$ cat config.mk
export PLATFORM = sky130hd
export DESIGN_NAME = regfile_wb_ctrl
export DESIGN_NICKNAME = d
export VERILOG_FILES = /design/src/rtl/regfile_ctrl_pkg.sv /design/src/rtl/rr_arbiter.sv /design/src/rtl/regfile_wb_ctrl.sv
export SDC_FILE = /design/constraint.sdc
export NUM_CORES = 1
export LEC_CHECK = 0
export ABC_AREA = 0
export BUFFER_PORTS_ARGS = -buffer_cell sky130_fd_sc_hd__buf_2
export CORE_UTILIZATION = 25
export DETAILED_ROUTE_END_ITERATION = 7
export SETUP_SLACK_MARGIN = 0.4
export SLEW_MARGIN = 20
export SYNTH_ARGS = -nofsm -noshare
export SYNTH_HDL_FRONTEND = slang
export SYNTH_SLANG_ARGS = --single-unit
$ cat constraint.sdc
create_clock -name clk -period 2.3 [get_ports clk]
set_input_delay 0.115 -clock clk [delete_from_list [all_inputs] [get_ports clk]]
set_output_delay 0.115 -clock clk [all_outputs]
set_load 0.02 [all_outputs]
$ cat src/rtl/regfile_ctrl_pkg.sv
// rtl/regfile_ctrl_pkg.sv - shared constants and state encoding for the register-file write controller
package regfile_ctrl_pkg;

    localparam int RF_AW = 5;
    localparam int RF_DW = 32;
    localparam int NREGS = 32;
    localparam int CW    = $clog2(NREGS);

    typedef enum logic {
        ST_ARB  = 1'b0,
        ST_INIT = 1'b1
    } state_t;

endpackage

$ cat src/rtl/rr_arbiter.sv
// rtl/rr_arbiter.sv - round-robin priority search from a rotating pointer
module rr_arbiter #(
    parameter int N  = 2,
    parameter int IW = (N > 1) ? $clog2(N) : 1
) (
    input  logic [N-1:0]  req,
    input  logic [IW-1:0] ptr,
    output logic [N-1:0]  grant,
    output logic [IW-1:0] idx,
    output logic          any
);

    logic [IW-1:0] cand;

    // Walk the requesters starting at ptr, wrapping, and grant the first one found
    always_comb begin
        grant = '0;
        idx   = '0;
        any   = 1'b0;
        cand  = '0;
        for (int k = 0; k < N; k++) begin
            cand = IW'((int'(ptr) + k) % N);
            if (!any && req[cand]) begin
                any         = 1'b1;
                grant[cand] = 1'b1;
                idx         = cand;
            end
        end
    end

endmodule

$ cat src/rtl/regfile_wb_ctrl.sv
// rtl/regfile_wb_ctrl.sv - write-port arbiter, zero-fill sequencer and write forwarding for the register file
module regfile_wb_ctrl
    import regfile_ctrl_pkg::*;
#(
    parameter int NUM_REQ    = 2,
    parameter int AW         = RF_AW,
    parameter int DW         = RF_DW,
    parameter int R0_DISCARD = 1
) (
    input  logic                  clk,
    input  logic                  rst,
    input  logic [NUM_REQ-1:0]    req_valid,
    input  logic [NUM_REQ*AW-1:0] req_addr,
    input  logic [NUM_REQ*DW-1:0] req_data,
    output logic [NUM_REQ-1:0]    req_ready,
    input  logic                  hold,
    input  logic                  init_start,
    output logic                  init_busy,
    output logic                  init_done,
    output logic                  rf_we,
    output logic [AW-1:0]         rf_waddr,
    output logic [DW-1:0]         rf_wdata,
    input  logic [AW-1:0]         ra_addr,
    input  logic [AW-1:0]         rb_addr,
    output logic                  fwd_a_hit,
    output logic                  fwd_b_hit
);

    localparam int IW = (NUM_REQ > 1) ? $clog2(NUM_REQ) : 1;

    state_t        state_q, state_d;
    logic [IW-1:0] rr_ptr_q, rr_ptr_d;
    logic [CW-1:0] init_cnt_q, init_cnt_d;
    logic          rf_we_q, rf_we_d;
    logic [AW-1:0] rf_waddr_q, rf_waddr_d;
    logic [DW-1:0] rf_wdata_q, rf_wdata_d;
    logic          init_done_q, init_done_d;

    logic [NUM_REQ-1:0] arb_grant;
    logic [IW-1:0]      arb_idx;
    logic               arb_any;
    logic               grant_en;
    logic [AW-1:0]      g_addr;
    logic [DW-1:0]      g_data;

    rr_arbiter #(
        .N  (NUM_REQ),
        .IW (IW)
    ) u_arb (
        .req   (req_valid),
        .ptr   (rr_ptr_q),
        .grant (arb_grant),
        .idx   (arb_idx),
        .any   (arb_any)
    );

    // A pending zero-fill request pre-empts any grant in the same cycle
    assign grant_en = (state_q == ST_ARB) && !hold && !init_start;
    assign g_addr   = req_addr[arb_idx*AW +: AW];
    assign g_data   = req_data[arb_idx*DW +: DW];

    // State register; reset also aborts an in-progress fill
    always_ff @(posedge clk or posedge rst) begin
        if (rst) begin
            state_q     <= ST_ARB;
            rr_ptr_q    <= '0;
            init_cnt_q  <= '0;
            rf_we_q     <= 1'b0;
            rf_waddr_q  <= '0;
            rf_wdata_q  <= '0;
            init_done_q <= 1'b0;
        end else begin
            state_q     <= state_d;
            rr_ptr_q    <= rr_ptr_d;
            init_cnt_q  <= init_cnt_d;
            rf_we_q     <= rf_we_d;
            rf_waddr_q  <= rf_waddr_d;
            rf_wdata_q  <= rf_wdata_d;
            init_done_q <= init_done_d;
        end
    end

    // Next-state: enter fill on init_start, leave after issuing the last register
    always_comb begin
        state_d    = state_q;
        init_cnt_d = init_cnt_q;
        unique case (state_q)
            ST_ARB: begin
                if (init_start) begin
                    state_d    = ST_INIT;
                    init_cnt_d = '0;
                end
            end
            ST_INIT: begin
                if (init_cnt_q == CW'(NREGS - 1)) begin
                    state_d    = ST_ARB;
                    init_cnt_d = '0;
                end else begin
                    init_cnt_d = init_cnt_q + 1'b1;
                end
            end
            default: ;
        endcase
    end

    // Outputs: grant handshake and next write-port contents; address/data hold when idle
    always_comb begin
        req_ready   = '0;
        rr_ptr_d    = rr_ptr_q;
        rf_we_d     = 1'b0;
        rf_waddr_d  = rf_waddr_q;
        rf_wdata_d  = rf_wdata_q;
        init_done_d = 1'b0;
        unique case (state_q)
            ST_ARB: begin
                if (grant_en && arb_any) begin
                    req_ready = arb_grant;
                    rr_ptr_d  = (arb_idx == IW'(NUM_REQ - 1)) ? '0 : arb_idx + 1'b1;
                    // r0 writes are swallowed: handshake completes, file never sees it
                    if (!((R0_DISCARD != 0) && (g_addr == '0))) begin
                        rf_we_d    = 1'b1;
                        rf_waddr_d = g_addr;
                        rf_wdata_d = g_data;
                    end
                end
            end
            ST_INIT: begin
                rf_we_d     = 1'b1;
                rf_waddr_d  = AW'(init_cnt_q);
                rf_wdata_d  = '0;
                init_done_d = (init_cnt_q == CW'(NREGS - 1));
            end
            default: ;
        endcase
    end

    assign init_busy = (state_q == ST_INIT);
    assign init_done = init_done_q;
    assign rf_we     = rf_we_q;
    assign rf_waddr  = rf_waddr_q;
    assign rf_wdata  = rf_wdata_q;

    // r0 reads are hard-wired zero in the file, so never forward to them
    assign fwd_a_hit = rf_we_q && (rf_waddr_q == ra_addr) && (ra_addr != '0);
    assign fwd_b_hit = rf_we_q && (rf_waddr_q == rb_addr) && (rb_addr != '0);

endmodule
==> out/qor.txt <==
status - completed
vias in the first global route - 2249
largest area contributor in the netlist - dfrtp_1
Buf/Inv on CP - 1
Period minus WS final - 1.78 ns
switching power - 1.06 mW
Worst Tran Pin Value - 0.452 ns
flops & latches, synth - 46
Area contributors post-synth - dfrtp_1 (41%), mux2i_1 (24%), nand2b_1 (7.8%)
Final ANT Viol Nets - 0
synthesized instance count - 265
worst hold path type - in -> reg
Post-CTS Repair Setup Buffers - 0
number of synthesized flops with an enable pin - 0
leak pwr - 2.14 nW
Arr. time, crit path - 2.01 ns
Hold Fails Final Rpt - 0
post-DR vias/cell - 4.56
Finish-stage setup viols - 0
switch share - 38.7%
crit path cell chain - nand2b_4, a2111oi_4, a211o_2, buf_6, mux2i_1
power consumption - 2.73 mW
post-synthesis cell type count - 37
Crit. End Element - flip-flop
global-route wire length before repair - 10800 µm
Internal Power - 1.67 mW
Clock power frac - 19.5%
post-synth top area share - 40.9%
Post-DP HPWL - 5260 µm
Synth Area in XOR/XNOR - 2.49%
Die Wd - 108 µm
met1 Use GR - 14.6%
period utilization - 77.5%
first drt pass iteration count - 4
clk sinks - 46
Flop pwr share - 40.9%
Core Area - 10900 µm²
Post-Layout Inst Area - 3710 µm²
CP Max Fanout - 19
RePlAce Congestion - 0.783
CTS tree - built
DR iter-0 viols - 106
mux cell area share after synthesis - 23.8%
Initial Util - 25.8%
n_diodes - 0
Post-Route Utilization - 34.0%
synth warn - 0
Post-Place Cell Area - 3590 µm²
nets - 490
pwr dens - 737 nW/µm²
DR vias - 2456
slowest CP cell - dfrtp_1
RSZ-0062 raised after global routing - true
Setup TNS - 0 ns
Top Usage Layer GRT - met2
root buf cell - clkbuf_8
Synth Flop Type - dfrtp_1
M3 GR Usage - 2.59%
post-synthesis area per instance - 10.6 µm²
Max stage delay on crit path - 0.42 ns
clock insertion delay at the later pin of the skew report - 0.30 ns
Mapped Area - 2810 µm²
required time of the worst setup path - 2.53 ns
max-slew violation count - 0
share of layout cells above drive strength 1 - 39.1%
Max-Cap Viols - 0
Post-synth top cells - mux2i_1 (67), dfrtp_1 (46), nand2b_1 (35)
post-synthesis net count - 357
post-synthesis adder-cell area fraction - 0.890%
Setup crit start kind - flip-flop
Clock Path Buffers - 2
pin count of the biggest net entering global routing - 53
Die ar. - 11700 µm²
max_slew headroom - 69.8%
Avg WL per Cell - 13.0 µm
ys async rst share - 100%
Final Skew - 0.00430 ns
CTS Buf Count - 5
residual DRC count - 0
clk slew on worst S/H paths - 0.09 ns
Area Overhead vs Synth - 31.8%
GR Util All Layers - 11.9%
port bufs - 133
top-count cell post-synth - mux2i_1
CTS H-tree depth - 2
Max VDD drop - 0.327 mV
Synth Area in Compound Gates - 9.39%
total gr overflow - 0
io pins - 134
final wirelength - 7030 µm
largest family of logic cells by synthesized area - multiplexers
sequential area share after synthesis - 40.9%
Cell Rows - 38
WS Path Type - reg -> reg
Die Ht - 108 µm
post-synthesis simple-gate area fraction - 17.0%
initial antenna violation count - 0
delay-heaviest family, CP - compound AO/OA/AOI/OAI gates
Placement Setup Slack - 0.442 ns
M2 GR Usage - 20.9%
final worst slack - 0.518 ns
Fmax - 561 MHz
combinational power share - 39.6%
[power groups by stage]
| stage | combinational [mW] | sequential (mW) | clock, mW |
|---|---|---|---|
| 2_1_floorplan | 0.688 | 1.18 | 0 |
| 3_3_place_gp | 1.07 | 1.11 | 0 |
| 3_5_place_dp | 1.09 | 1.12 | 0 |
| 4_1_cts | 1.09 | 1.11 | 0.559 |
| 5_1_grt | 1.20 | 1.14 | 0.590 |
| 6_report | 1.08 | 1.12 | 0.532 |
[final timing paths]
kind                       cells past startpoint       endpoint  slack, ns          start
max                                            5   rf_wdata[16]       0.52       rr_ptr_q
min                                            2  init_cnt_q[1]       0.07     init_start
max reg2reg                                    5   rf_wdata[16]       0.52       rr_ptr_q
min reg2reg                                    1  init_cnt_q[3]       0.51  init_cnt_q[3]
max in group asynchronous                      4   rf_wdata[26]       1.69            rst
min in group asynchronous                      4   rf_wdata[12]       0.39            rst
[worst register-to-register path, delay by kind of cell (launching register included)]
kind | cells | cell delay, ns
AO/OA/AOI/OAI | 2 | 0.62
buffers and inverters | 1 | 0.24
flip-flops | 1 | 0.42
multiplexers | 1 | 0.23
AND/OR/NAND/NOR | 1 | 0.20
[area by class of cell]
cell class              instances  area [µm²]
clock buffers                   6        82.6
well taps                     140         175
flip-flops and latches         46        1150
fillers                      1140        7180
clock inverters                 2        12.5
multi-input cells             197        1520
repair buffers                140         741
inverters                       8        30.0
[registers in the layout, summed over array words and instances, names as in the netlist]
signal	flops
init_busy	1
init_done	1
rf_waddr	5
rf_we	1
init_cnt_q	5
rr_ptr_q	1
rf_wdata	32
[what timing repair did]
item / CTS / global route
hold buffers: 1 / 0
setup endpoints to repair: 0 / 22
hold endpoints to repair: 46 / 0
gates resized for setup: 0 / 3
[stage by stage]
step                      hold slack [ns]  instances
final                              0.0686        539
after floorplan                     0.201        265
after global placement              0.176        530
after CTS                          0.0662        539
after detailed placement            0.178        530
after global routing               0.0723        539
[layer usage]
layer  up-vias  share of wire (%)
li1       1202                  -
met1      1168                 45
met2        82                 49
met3         4                5.0
met4         0               0.65
met5         -                  0
[cells in the final DEF, fill, tap and decap left out, types with 7 or more instances in the layout]
cell type	netlist	layout
a21oi_1	7	7
buf_2	3	133
dfrtp_1	46	46
inv_1	8	7
mux2i_1	67	67
nand2b_1	35	35
nand3_1	9	9
nor2_1	14	14
o21ai_0	11	11
[cell families after synthesis]
family | Yosys count
simple gates | 84
mux | 67
flops | 46
compound gates | 36
buf+inv | 22
xor+xnor | 8
fa+ha+maj | 2
Power figures use the tool's default switching activity.
